===== config.mk =====
export PLATFORM = sky130hd
export DESIGN_NAME = ws_tile_sequencer
export DESIGN_NICKNAME = d
export VERILOG_FILES = /design/src/rtl/ws_seq_pkg.sv /design/src/rtl/ws_skew_line.sv /design/src/rtl/ws_tile_sequencer.sv
export SDC_FILE = /design/constraint.sdc
export NUM_CORES = 1
export LEC_CHECK = 0
export CAP_MARGIN = 20
export CORE_ASPECT_RATIO = 0.9
export CORE_MARGIN = 1
export CORE_UTILIZATION = 40
export CTS_BUF_LIST = sky130_fd_sc_hd__clkbuf_4
export CTS_CLUSTER_SIZE = 40
export DETAILED_ROUTE_END_ITERATION = 8
export GPL_ROUTABILITY_DRIVEN = 0
export MAX_ROUTING_LAYER = met4
export PLACE_DENSITY = 0.77
export SKIP_CTS_REPAIR_TIMING = 1
export SLEW_MARGIN = 20
export SYNTH_ARGS = -nofsm -noshare
export SYNTH_HDL_FRONTEND = slang
export SYNTH_SLANG_ARGS = --single-unit

===== constraint.sdc =====
create_clock -name clk -period 4.2 [get_ports clk]
set_input_delay 0.63 -clock clk [delete_from_list [all_inputs] [get_ports clk]]
set_output_delay 0.63 -clock clk [all_outputs]
set_load 0.01 [all_outputs]

===== src/rtl/ws_seq_pkg.sv =====
// Shared types and helpers for the weight-stationary tile sequencer.
package ws_seq_pkg;

  typedef enum logic [1:0] {
    PH_IDLE    = 2'd0,
    PH_LOAD    = 2'd1,
    PH_COMPUTE = 2'd2,
    PH_DRAIN   = 2'd3
  } phase_e;

  localparam int N_DEF     = 8;
  localparam int DRAIN_CYC = 2 * N_DEF - 1;

  // Drain length for an n x n array: skew flush (n-1) plus propagation (n).
  function automatic int drain_cycles(input int n);
    return 2 * n - 1;
  endfunction

  // Bit offset of lane `lane` inside a packed N*d_w vector.
  function automatic int lane_lsb(input int lane, input int d_w);
    return lane * d_w;
  endfunction

endpackage


===== src/rtl/ws_skew_line.sv =====
// One lane of the left-edge skew pipe: a register stage followed by DEPTH delay stages.
module ws_skew_line #(
  parameter int D_W   = 8,
  parameter int DEPTH = 0
) (
  input  logic           clk,
  input  logic           rst,
  input  logic           i_clr,
  input  logic [D_W-1:0] i_d,
  output logic [D_W-1:0] o_q
);

  logic [D_W-1:0] r_stage [0:DEPTH];

  always_ff @(posedge clk) begin
    if (!rst || i_clr) begin
      for (int i = 0; i <= DEPTH; i++) r_stage[i] <= '0;
    end else begin
      r_stage[0] <= i_d;
      for (int i = 1; i <= DEPTH; i++) r_stage[i] <= r_stage[i-1];
    end
  end

  assign o_q = r_stage[DEPTH];

endmodule


===== src/rtl/ws_tile_sequencer.sv =====
// Drives weight (top) and skewed activation (left) edges of an N x N weight-stationary array,
// one tile at a time: LOAD N rows, COMPUTE num_vec vectors, DRAIN 2N-1 cycles, pulse done.
module ws_tile_sequencer
  import ws_seq_pkg::*;
#(
  parameter  int D_W     = 8,
  parameter  int N       = 8,
  parameter  int MAX_VEC = 1024,
  parameter  int SKEW_EN = 1,
  parameter  int PC_W    = 32,
  localparam int CNT_W   = $clog2(MAX_VEC + 1)
) (
  input  logic               clk,
  input  logic               rst,
  input  logic               start,
  input  logic [CNT_W-1:0]   num_vec,
  input  logic               w_valid,
  output logic               w_ready,
  input  logic [N*D_W-1:0]   w_data,
  input  logic               a_valid,
  output logic               a_ready,
  input  logic [N*D_W-1:0]   a_data,
  output logic               load_weight,
  output logic [N*D_W-1:0]   m1,
  output logic [N*D_W-1:0]   m0,
  output logic [1:0]         phase,
  output logic               busy,
  output logic               done,
  output logic [PC_W-1:0]    active_cycles,
  output logic [PC_W-1:0]    stall_cycles
);

  localparam logic [1:0] S_IDLE    = PH_IDLE;
  localparam logic [1:0] S_LOAD    = PH_LOAD;
  localparam logic [1:0] S_COMPUTE = PH_COMPUTE;
  localparam logic [1:0] S_DRAIN   = PH_DRAIN;

  localparam int DRAIN_LEN = drain_cycles(N);
  localparam int ROW_W     = $clog2(N + 1);
  localparam int DR_W      = $clog2(DRAIN_LEN + 1);

  logic [1:0]       r_state;
  logic [ROW_W-1:0] r_row_cnt;
  logic [CNT_W-1:0] r_vec_cnt;
  logic [CNT_W-1:0] r_num_vec;
  logic [DR_W-1:0]  r_drain_cnt;
  logic [N*D_W-1:0] r_m1;
  logic             r_load_weight;
  logic [PC_W-1:0]  r_active;
  logic [PC_W-1:0]  r_stall;

  logic             w_row_acc;
  logic             w_vec_acc;
  logic             w_last_row;
  logic             w_last_vec;
  logic             w_last_drain;
  logic             w_pipe_clr;
  logic [N*D_W-1:0] w_inject;

  assign w_ready      = (r_state == S_LOAD);
  assign a_ready      = (r_state == S_COMPUTE);
  assign w_row_acc    = w_valid & w_ready;
  assign w_vec_acc    = a_valid & a_ready;
  assign w_last_row   = (r_row_cnt == ROW_W'(N - 1));
  assign w_last_vec   = ((r_vec_cnt + CNT_W'(1)) == r_num_vec);
  assign w_last_drain = (r_drain_cnt == DR_W'(DRAIN_LEN - 1));
  assign w_pipe_clr   = (r_state == S_IDLE) || (r_state == S_LOAD);
  // Bubbles and drain cycles push zeros so the array sees no stale activations.
  assign w_inject     = w_vec_acc ? a_data : '0;

  assign phase         = r_state;
  assign busy          = (r_state != S_IDLE);
  assign done          = (r_state == S_DRAIN) && w_last_drain;
  assign load_weight   = r_load_weight;
  assign m1            = r_m1;
  assign active_cycles = r_active;
  assign stall_cycles  = r_stall;

  always_ff @(posedge clk) begin
    if (!rst) begin
      r_state     <= S_IDLE;
      r_row_cnt   <= '0;
      r_vec_cnt   <= '0;
      r_num_vec   <= '0;
      r_drain_cnt <= '0;
    end else begin
      case (r_state)
        S_IDLE: begin
          if (start) begin
            r_state   <= S_LOAD;
            r_num_vec <= num_vec;
            r_row_cnt <= '0;
          end
        end
        S_LOAD: begin
          if (w_row_acc) begin
            r_row_cnt <= r_row_cnt + 1'b1;
            if (w_last_row) begin
              r_state     <= (r_num_vec == '0) ? S_DRAIN : S_COMPUTE;
              r_vec_cnt   <= '0;
              r_drain_cnt <= '0;
            end
          end
        end
        S_COMPUTE: begin
          if (w_vec_acc) begin
            r_vec_cnt <= r_vec_cnt + 1'b1;
            if (w_last_vec) r_state <= S_DRAIN;
          end
        end
        S_DRAIN: begin
          r_drain_cnt <= r_drain_cnt + 1'b1;
          if (w_last_drain) r_state <= S_IDLE;
        end
        default: r_state <= S_IDLE;
      endcase
    end
  end

  // m1 holds through LOAD gaps so the array never shifts a stale row; zero elsewhere.
  always_ff @(posedge clk) begin
    if (!rst) begin
      r_m1          <= '0;
      r_load_weight <= 1'b0;
    end else if (w_row_acc) begin
      r_m1          <= w_data;
      r_load_weight <= 1'b1;
    end else begin
      r_load_weight <= 1'b0;
      if (r_state != S_LOAD) r_m1 <= '0;
    end
  end

  always_ff @(posedge clk) begin
    if (!rst) begin
      r_active <= '0;
      r_stall  <= '0;
    end else if ((r_state == S_IDLE) && start) begin
      r_active <= '0;
      r_stall  <= '0;
    end else if (r_state == S_COMPUTE) begin
      if (w_vec_acc && (|a_data) && (r_active != '1)) r_active <= r_active + 1'b1;
      if (!a_valid && (r_stall != '1))                r_stall  <= r_stall + 1'b1;
    end
  end

  for (genvar gi = 0; gi < N; gi++) begin : g_lane
    ws_skew_line #(
      .D_W   (D_W),
      .DEPTH (gi * SKEW_EN)
    ) u_skew (
      .clk   (clk),
      .rst   (rst),
      .i_clr (w_pipe_clr),
      .i_d   (w_inject[lane_lsb(gi, D_W) +: D_W]),
      .o_q   (m0[lane_lsb(gi, D_W) +: D_W])
    );
  end

endmodule


# Word level (Yosys, flattened, before mapping)
# Memory sizes are Yosys's and may differ from the RTL's.
# Cells that the tools add are included.
# totals
in_bits	144
word_cells	163
mem_bits_ro	0
output_inout_bits	199
latch_bits	0
ram_bits	288
reg_bits	161
n_memories	8
# memory_table
name	words	width	rd	rd_ports_with_merged_regs	wr	line	rtl
g_lane[7].u_skew.r_stage	8	8	8	0	8	ws_skew_line.sv:13	logic [D_W-1:0] r_stage [0:DEPTH];
g_lane[6].u_skew.r_stage	7	8	7	0	7	ws_skew_line.sv:13	
g_lane[5].u_skew.r_stage	6	8	6	0	6	ws_skew_line.sv:13	
g_lane[4].u_skew.r_stage	5	8	5	0	5	ws_skew_line.sv:13	
g_lane[3].u_skew.r_stage	4	8	4	0	4	ws_skew_line.sv:13	
g_lane[2].u_skew.r_stage	3	8	3	0	3	ws_skew_line.sv:13	
2 more memories	n/a	n/a	n/a	n/a	n/a	n/a	
# classes
n_mul	0
n_bitwise	38
n_addsub	5
n_mux	62
order_cmp	0
div	0
n_reduce_logical	26
eq_ne	15
shift	0
# ops
operator	n
two-way mux 8 bit	36
two-way mux 64 bit	3
adder 32 x 1 -> 32 bit, second input constant	2
!= test 32 bit, second input constant	2
OR reduction 64 bit	1
OR 1 bit	35
two-way mux 11 bit	3
case mux 11 bit (2 select lines)	1
two-way mux 4 bit	4
case mux 4 bit (2 select lines)	2
two-way mux 2 bit	6
adder 11 x 1 -> 11 bit, second input constant	1
== test 11 bit	1
zero test 11 bit	1
!= test 2 x 1 -> 1 bit, second input constant	5
nonzero test 2 bit	5
adder 4 x 1 -> 4 bit, second input constant	2
case mux 2 bit (4 select lines)	1
OR reduction 8 bit	1
two-way mux 1 bit	6
AND reduction 2 bit	3
AND reduction 3 bit	2
AND reduction 6 bit	1
logical AND 1 bit	5
other kinds (12)	17

# Depth between registers and ports, before layout
# Gate-level depths: netlist of run 1.
# logic_depth
depth_word	6
mapped_depth	9
depth_no_buf	8

# Modules after synthesis
# Synthesis of run 1 repeated with hierarchy kept, for this count alone.
# unflattened
hier_cells	1533
hier_area_um2	16573.4
# modules_own_cells
module	cells_per_inst	n_inst	area_per_inst_um2
ws_tile_sequencer	862	1	7500.9
ws_skew_line (g_lane[7].u_skew)	141	1	1948.1
ws_skew_line (g_lane[6].u_skew)	132	1	1767.9
ws_skew_line (g_lane[5].u_skew)	114	1	1527.7
ws_skew_line (g_lane[4].u_skew)	96	1	1261.2
ws_skew_line (g_lane[3].u_skew)	70	1	998.5
ws_skew_line (g_lane[2].u_skew)	60	1	788.3
ws_skew_line (g_lane[1].u_skew)	42	1	550.5
ws_skew_line (g_lane[0].u_skew)	16	1	230.2

# Worst setup path before layout of run 1
# OpenSTA, ideal clock, no wires.
# synth_timing
path_type	register -> register
startpoint	register r_state[0] (netlist: phase[0])
endpoint	register r_stall[31] (netlist: stall_cycles[31])
required_time_ps	4084
stages_incl_launch_ff	10
t_arrival_ps	2156
path_buffers	1
setup_time_ps	116
path_slack_ps	1928
path_cell_list	dfxtp_1 > inv_1 > ha_1 > nor2b_1 > nand4_1 > or4_1 > buf_2 > nor3_1 > nand3_1 > o211a_1
# synth_lines
item	line	rtl
start: declaration	ws_tile_sequencer.sv:42	logic [1:0] r_state;
start signal: assignment	ws_tile_sequencer.sv:99	r_state <= (r_num_vec == '0) ? S_DRAIN : S_COMPUTE;
== test 2 bit	n/a	
net a_ready	ws_tile_sequencer.sv:21	output logic a_ready,
AND reduction 2 bit (no line)	n/a	
end signal: assignment	ws_tile_sequencer.sv:143	if (!a_valid && (r_stall != '1)) r_stall <= r_stall + 1'b1;
end: declaration	ws_tile_sequencer.sv:50	logic [PC_W-1:0] r_stall;
# The timed path passes the listed nets, and every way through them passes these cells.
# A chain may end at the register's enable or synchronous reset.

# Worst setup path after layout of run 1
# layout_timing
startpoint	register r_state[1] (netlist: phase[1])
endpoint	output port w_ready
# layout_via
elab_chain_len	1
# layout_lines
item	line	rtl
== test 2 x 1 -> 1 bit	ws_tile_sequencer.sv:60	assign w_ready = (r_state == S_LOAD);
end: declaration	ws_tile_sequencer.sv:18	output logic w_ready,
# No other way between the ends.

==> flow_summary.yaml, run 1 <==
pwr:
  p_total_w: 0.009099
  vdd_drop_max_mv: 0.2171
  power_leakage_nw: 7.952
  powerDensity_nw_per_um2: 440.0
cells_and_area:
  fillers: 3416
  syn_to_final_growth_pct: 31.62
  drive_gt1_frac: 0.1109
  final_cells: 2485
  fin_nets: 2024
synth:
  syn_area_um2: 15710
  synth.most_common_cell: "dfxtp_1"
  ys_ff_latch: 449
  ys_seq_area_frac: 0.5721
  synth_top_area_frac: 0.5721
  yosys_warnings: 0
  synthCells: 1528
  yosys-top-cells-count: "dfxtp_1, and2_1, nor2_1, nand2_1, mux2i_1"
  synth_edf_count: 0
  synth_nets: 1683
  avgSynthCellArea_um2: 10.28
  ys_types: 67
  async_flop_share: 0
  synth_top_area_cell: "dfxtp_1"
  synth.top_cells.by_area: "dfxtp_1, and2_1, mux2i_1, nor2_1, xnor2_1"
  ys.flop_type: "dfxtp_1"
clock_network:
  cts-root-buf: "clkbuf_4"
  cts-htree-levels: 3
  clk_pin_slew_worst_paths_ns: 0.07
  cts_tree: "done"
  cts_made_buffers: 110
  clockBufferDepth: 3
  clkLatencyLatePin_ns: 0.85
  cts_sinks: 449
placement:
  dp_hpwl_um: 24430
  dp.cells: 2282
  port_buffers: 342
sta:
  min_period_ns: 3.173
  slew_headroom: 0.2802
  finalCritPeriodShare: 0.7555
  max_clock_freq_mhz: 315.1
  hold_viol: 0
  final_max_slew_viol_count: 0
  setup_violations: 0
  grt_setup_unrepaired: "false"
  clock_skew_ns: 0.04886
  tightestPinTransition_ns: 1.080
  tns_ns: 0
routing:
  firstDrtPassIters: 5
  wl_per_cell_um: 14.39
  vias: 11550
  ant_nets: 0
  routed_wl_um: 35760
  drc: 0
  drt_iter0_drc: 539
  via_per_inst: 4.649
grt:
  grt_max_degree: 139
  gr-total-overflow: 0
  grt.total_usage: 0.1831
  grt_pass1_wl_um: 56720
  antenna_found_initial: 2
  grt_pass1_vias: 11440
floorplanning:
  die_h_um: 190.0
  ios: 343
  core-area_um2: 38540
  die_x_um: 210.9
  row_count: 68
  die_area_um2: 40080
  initial_core_util: 0.4076
status:
  outcome: "finished clean"
worst_setup_path:
  critPathLaunchType: "register"
  slowest_delay_ns: 0.69
  arrival_ns: 2.54
  end_kind: "output pin"
  worstPathCellList: "inv_1 -> ha_1 -> clkdlybuf4s50_1"
  worstPathMaxFanout: 12
  crit_path_top_delay_cell: "clkdlybuf4s50_1"
  worstPathRequired_ns: 3.57
  crit_type: "reg2out"
hold_path:
  hold_class: "in2reg"
run:
  maxCapViolCount: 0
## final cells by class
class	instances	area (um2)	share of cell area
well taps	525	656.9	0.03176
clock inverters	39	230.2	0.01113
diodes	3	7.507	0.0003630
repair buffers	354	3511	0.1698
multi-input cells	936	6010	0.2906
clock buffers	161	1209	0.05845
flip-flops and latches	449	8989	0.4347
inverters	18	67.56	0.003267
## state kept, by name, indices dropped and copies added, names as in the netlist
signal                 flops
active_cycles             32
r_drain_cnt                4
r_row_cnt                  4
load_weight                1
r_num_vec                 11
stall_cycles              32
g_lane.u_skew.r_stage    288
m1                        64
r_vec_cnt                 11
phase                      2
## critical path, delay by kind of cell, from the launching register on
kind	cells	cell delay (ns)
buffers and inverters	2	0.81
adders and majority gates	1	0.51
DFF	1	0.37
## cell usage in the layout, fill, tap and decap left out, types with 18 or more instances in the layout
cell type and count:
dfxtp_1 449, nand4_1 27, nand2_1 74, clkdlybuf4s50_1 341
inv_1 18, and2_1 299, nor4_1 31, o21ai_0 19
a21oi_1 30, mux2i_1 68, clkinv_1 26, nand3_1 27
xnor2_1 54, nor3_1 21, clkbuf_4 161, nor2_1 126
## kinds of logic (layout without fill, tap and decap cells)
| kind of cell | Yosys count | in the layout | synth area share |
|---|---|---|---|
| compound gates | 100 | 100 | 0.04253 |
| xor+xnor | 62 | 62 | 0.03456 |
| fa+ha+maj | 11 | 11 | 0.008760 |
| buf+inv | 143 | 572 | 0.04714 |
| flops | 449 | 449 | 0.5721 |
| mux | 68 | 68 | 0.04332 |
| other cells | 0 | 3 | 0 |
| simple gates | 695 | 695 | 0.2516 |
## worst paths after layout
kind | end | slack (ns) | startpoint | cells past startpoint
worst max-delay path | w_ready | 1.03 | phase[1] | 3
worst min-delay path | r_num_vec[3] | 0.35 | num_vec[3] | 3
worst max register to register | g_lane[3].u_skew.r_stage[2][6] | 1.16 | phase[1] | 6
worst min register to register | g_lane[2].u_skew.r_stage[0][13] | 0.39 | g_lane[2].u_skew.r_stage[0][5] | 1
## metrics by stage
stage	hold WS, ns	worst slack (ns)	cell area (um2)	util
after floorplan	0.4057	1.928	15710	-
after global placement	0.4071	0.7621	19230	0.4990
after detailed placement	0.4097	0.7067	19230	0.4990
after CTS	0.2404	0.9527	20670	0.5364
after global routing	0.2729	0.8458	20680	0.5366
final	0.3535	1.027	20680	0.5366
## metal layers
metal / up-vias / part of all wire / wire length [um] / track usage
li1: 5766 / - / - / -
met1: 5350 / 0.44 / 15710 / 0.2222
met2: 367 / 0.47 / 16640 / 0.2781
met3: 71 / 0.072 / 2566 / 0.06240
met4: 0 / 0.024 / 842 / 0.07386
met5: - / 0 / 0 / -
## report_power, final
part	leakage [nW]	switching, W	internal, W
Sequential	3.62	0.0000788	0.00437
Clock	0.854	0.00173	0.00185
Combinational	3.48	0.000617	0.000458
Note: power is estimated with default switching activity, not from simulation.
==> run 2: changes to the inputs <==
Settings changed: PLACE_DENSITY 0.77 to 0.79.
Clock period 4.2 ns to 2.7 ns, I/O delays scaled along.
==> flow_summary.yaml, run 2 (synthesis gave the netlist of run 1 again) <==
sta:
  max_clock_freq_mhz: 391.7
  fin_ws_ns: 0.1469
  grt_setup_unrepaired: "false"
  slew_headroom: 0.4804
  tns_ns: 0
  final_max_slew_viol_count: 0
  setup_violations: 0
  finalCritPeriodShare: 0.9456
  clock_skew_ns: 0.05988
  tightestPinTransition_ns: 0.7794
  hold_viol: 0
  min_period_ns: 2.553
worst_setup_path:
  worstPathRequired_ns: 2.30
  crit_type: "reg2out"
  end_kind: "output pin"
  critPathLaunchType: "register"
  arrival_ns: 2.15
  worstPathMaxFanout: 6
  worstPathCellList: "ha_4 -> buf_4 -> clkdlybuf4s50_1"
  crit_path_top_delay_cell: "clkdlybuf4s50_1"
  slowest_delay_ns: 0.53
placement:
  dp.cells: 2315
  dp_hpwl_um: 25060
  port_buffers: 342
  placed_area_um2: 19540
  post-place-ws_ns: -0.2269
routing:
  ant_nets: 0
  firstDrtPassIters: 5
  drt_iter0_drc: 714
  via_per_inst: 4.642
  wl_per_cell_um: 14.58
  drc: 0
  routed_wl_um: 36490
  vias: 11620
pwr:
  power_switching_w: 0.003718
  power_leakage_nw: 8.130
  p_comb_frac: 0.125
  powerDensity_nw_per_um2: 673.3
  vdd_drop_max_mv: 0.3859
  seq_power_share: 0.491
  sw_frac_of_total: 0.2639
  internal_power_w: 0.01037
  p_clk_frac: 0.384
cells_and_area:
  final_area_um2: 20930
  syn_to_final_growth_pct: 33.19
  multi_input_area_um2: 6025
  fin_nets: 2055
  final_cell_mix: "dfxtp_1, clkdlybuf4s50_1, and2_1"
  final_common_cell: "dfxtp_1"
  top_register: "g_lane.u_skew.r_stage"
  drive_gt1_frac: 0.1251
  largest_reg_flops: 288
  final_cells: 2502
  fillers: 3364
  ff_latch_area_um2: 8990
clock_network:
  cts-htree-levels: 3
  cts_sinks: 449
  cts-root-buf: "clkbuf_4"
  clockBufferDepth: 3
  clk_pin_slew_worst_paths_ns: 0.06
  clkLatencyLatePin_ns: 0.85
  cts_made_buffers: 108
  cts_tree: "done"
floorplanning:
  die_h_um: 190.0
  initial_core_util: 0.4076
  core-area_um2: 38540
  row_count: 68
  ios: 343
  die_area_um2: 40080
  die_x_um: 210.9
status:
  outcome: "finished clean"
grt:
  gr-total-overflow: 0
  antenna_found_initial: 2
  grt_max_degree: 225
  grt_pass1_wl_um: 57320
  grt_pass1_vias: 11340
  grt.total_usage: 0.1854
run:
  maxCapViolCount: 0
hold_path:
  hold_class: "in2reg"
==> run 2: changes by cell type in the layout (fill, tap and decap cells not counted), moves of 4 or more <==
cell / before / now
buf_4: 13 / 41
clkinv_2: 6 / 2
clkinv_1: 26 / 17
buf_12: 0 / 5
==> run 2: layout make-up <==
cell class / instances / share of cell area
Sequential cell: 449 / 0.4296
Multi-Input combinational cell: 936 / 0.2879
Timing Repair Buffer: 387 / 0.1830
Clock buffer: 159 / 0.05704
Tap cell: 525 / 0.03139
Clock inverter: 25 / 0.007534
Inverter: 18 / 0.003229
Antenna cell: 3 / 0.0003587
==> run 2: routing by layer <==
layer,share of wire,global-route usage,wire length (um)
met1,0.43,0.2227,15760
met2,0.47,0.2904,17280
met3,0.070,0.05233,2552
met4,0.025,0.07971,895
met5,0,-,0
==> run 2: worst paths after layout <==
path                                        from                         endpoint  slack, ns  depth (start not counted)
setup / recovery                        phase[1]                          a_ready       0.15                          3
hold reg to reg   g_lane[1].u_skew.r_stage[0][4]  g_lane[1].u_skew.r_stage[0][12]       0.37                          1
hold / removal                        num_vec[3]                     r_num_vec[3]       0.15                          3
setup reg to reg                    r_vec_cnt[1]                         phase[1]       0.29                          7
==> run 2: through the flow <==
step | total power, W | hold slack (ns) | utilization
floorplan | 0.007980 | 0.4057 | -
global placement | 0.008787 | 0.4073 | 0.5070
detailed placement | 0.008825 | 0.4097 | 0.5070
CTS | 0.01431 | 0.02748 | 0.5421
global route | 0.01484 | 0.07122 | 0.5429
finish | 0.01409 | 0.1489 | 0.5429
==> run 2: critical path: cells and delay by family, from the launching register on <==
family / cells / cell delay [ns]
adders and majority gates: 1 / 0.21
buffers and inverters: 2 / 0.66
DFF: 1 / 0.45
==> run 2: power by group through the flow <==
stage               registers, W  logic [W]  clock network [W]
global route             0.00693    0.00194            0.00598
CTS                      0.00691    0.00178            0.00563
finish                   0.00691    0.00176            0.00541
global placement         0.00705    0.00174                  0
detailed placement       0.00706    0.00177                  0
floorplan                0.00709   0.000892                  0
==> run 3: changes to the inputs <==
Settings changed: PLACE_DENSITY 0.79 to 0.78, SYNTH_HIERARCHICAL set to 1.
==> flow_summary.yaml, run 3 <==
grt:
  grt.total_usage: 0.1895
  gr-total-overflow: 0
  grt_pass1_vias: 12060
  antenna_found_initial: 2
  grt_max_degree: 271
  grt_pass1_wl_um: 62450
synth:
  synthSimpleGateAreaFrac: 0.2878
  synth.top_cells.by_area: "dfxtp_1, and3b_1, and3b_2, a22o_1, and3_1"
  ys_types: 51
  synth_top_area_frac: 0.5424
  synth.area.mux_share: 0.004228
  syn_area_um2: 16570
  ys_ff_latch: 449
  yosys_warnings: 6
  synth_top_area_cell: "dfxtp_1"
  async_flop_share: 0
  yosys-top-cells-count: "dfxtp_1, and3b_1, and3b_2, and3_1, nand2_1"
  synth_nets: 1688
  synth_top_family_by_area: "simple AND/OR/NAND/NOR gates"
  synth-compound-area-share: 0.06372
  avgSynthCellArea_um2: 10.81
  synthCells: 1533
  ys_seq_area_frac: 0.5424
  synth_xor_area_frac: 0.03435
  synth_edf_count: 0
  synth_fa_ha_area_frac: 0.008304
  ys.flop_type: "dfxtp_1"
  synth.most_common_cell: "dfxtp_1"
cells_and_area:
  final_common_cell: "dfxtp_1"
  top_register: "g_lane.u_skew/r_stage"
  largest_reg_flops: 288
  fin_nets: 2039
  ff_latch_area_um2: 8994
  drive_gt1_frac: 0.1629
  final_cell_mix: "dfxtp_1, clkdlybuf4s50_1, and3b_1"
  final_area_um2: 21590
  syn_to_final_growth_pct: 30.26
  final_util: 0.5301
  multi_input_area_um2: 6631
  fillers: 3585
pwr:
  vdd_drop_max_mv: 0.6235
  powerDensity_nw_per_um2: 704.5
  power_leakage_nw: 9.613
sta:
  max_clock_freq_mhz: 390.8
  slew_headroom: 0.3305
  clock_skew_ns: 0.04745
  min_period_ns: 2.559
  final_max_slew_viol_count: 0
  tightestPinTransition_ns: 1.004
  finalCritPeriodShare: 0.9477
  grt_setup_unrepaired: "true"
  setup_violations: 0
  hold_viol: 0
floorplanning:
  die_h_um: 195.1
  initial_core_util: 0.4069
  die_area_um2: 42250
  die_x_um: 216.6
  ios: 343
  core-area_um2: 40730
  row_count: 70
clock_network:
  cts-htree-levels: 3
  cts_made_buffers: 111
  cts_tree: "done"
  cts_sinks: 449
  cts-root-buf: "clkbuf_4"
  clkLatencyLatePin_ns: 0.82
  clockBufferDepth: 3
  clk_pin_slew_worst_paths_ns: 0.07
routing:
  via_per_inst: 4.939
  drt_iter0_drc: 630
  firstDrtPassIters: 4
  wl_per_cell_um: 15.85
  drc: 0
  routed_wl_um: 39640
  vias: 12350
  ant_nets: 0
hold_path:
  min_from: "a_valid"
  hold_class: "in2reg"
worst_setup_path:
  crit_start: "r_vec_cnt[5]"
  worstPathRequired_ns: 3.43
  critPathLaunchType: "register"
  worstPathMaxFanout: 7
  arrival_ns: 3.28
  crit_type: "reg2reg"
  worstReg2RegEnd: "phase[0]"
  rrSetupSlack_ns: 0.14
  r2r_cells: 7
  crit-reg2reg-launch: "r_vec_cnt[5]"
  end_kind: "register"
  crit_end: "phase[0]"
placement:
  placed_area_um2: 20190
  port_buffers: 342
  dp_hpwl_um: 25810
run:
  maxCapViolCount: 0
status:
  outcome: "finished clean"
## run 3: cell types whose count changed in the layout (fill, tap and decap cells not counted), sizes merged, moves of 11 or more
cell and change:
a22o +64, nor2 -55, and3 +57, xor2 +13, and3b +289, mux2i -61, a21oi -11, and2 -290
## run 3: worst min path at each step
stage / endpoint / slack [ns] / cells past startpoint
6_report: g_lane[2].u_skew/r_stage[0][6] / 0.13 / 3
2_1_floorplan: g_lane[1].u_skew/r_stage[0][10] / 0.45 / 1
5_1_grt: g_lane[2].u_skew/r_stage[0][6] / 0.02 / 3
4_1_cts: r_vec_cnt[5] / -0.16 / 2
3_5_place_dp: g_lane[4].u_skew/r_stage[0][16] / 0.45 / 1
3_3_place_gp: g_lane[5].u_skew/r_stage[0][42] / 0.45 / 1
## run 3: cell families after synthesis
family	Yosys count
DFF	449
AOI/OAI and AO/OA	141
adders and majority gates	11
buffers and inverters	173
xor gates and xnor gates	65
and+or+nand+nor	687
muxes	7
## run 3: layout make-up
type,instances,area share
antenna,3,0.0003477
clock buffer,157,0.05460
clock inverter,30,0.007650
inverter,19,0.003304
multi-input combinational,911,0.3072
sequential,449,0.4166
tap,540,0.03130
timing repair buffer,392,0.1790
## run 3: routing by layer
metal	part of all wire	routed length [um]	global-route usage	vias up
met5	0	0	-	-
met4	0.031	1245	0.08451	0
met3	0.074	2944	0.06044	99
met2	0.45	17840	0.2842	407
met1	0.44	17600	0.2322	5734
li1	-	-	-	6112
## run 3: power by group
| part | switching, W | internal (W) | leakage (nW) |
|---|---|---|---|
| combinational | 0.00151 | 0.00142 | 5.19 |
| sequential | 0.000119 | 0.00677 | 3.62 |
| clock | 0.00263 | 0.00276 | 0.803 |
| total | 0.00426 | 0.0110 | 9.61 |
## run 3: critical path, stage by stage, from the launching register on
cell       delay [ns]
dfxtp_1          0.47
nand4_1          0.27
or4_1            0.56
a221oi_1         0.29
nand4_1          0.15
o2bb2ai_1        0.30
mux2i_1          0.24
o311a_1          0.17
## run 3: through the flow
step / setup slack, ns / total power, W / hold WS [ns] / instances / TNS, ns
4_1_cts: -0.3032 / 0.01542 / -0.1572 / 2497 / -0.7510
5_1_grt: -0.02880 / 0.01610 / 0.02492 / 2501 / -0.02880
2_1_floorplan: 0.2066 / 0.009125 / 0.4480 / 1533 / 0
6_report: 0.1412 / 0.01521 / 0.1295 / 2501 / 0
3_5_place_dp: -0.3874 / 0.009934 / 0.4546 / 2310 / -9.894
3_3_place_gp: -0.3817 / 0.009878 / 0.4514 / 2310 / -9.715
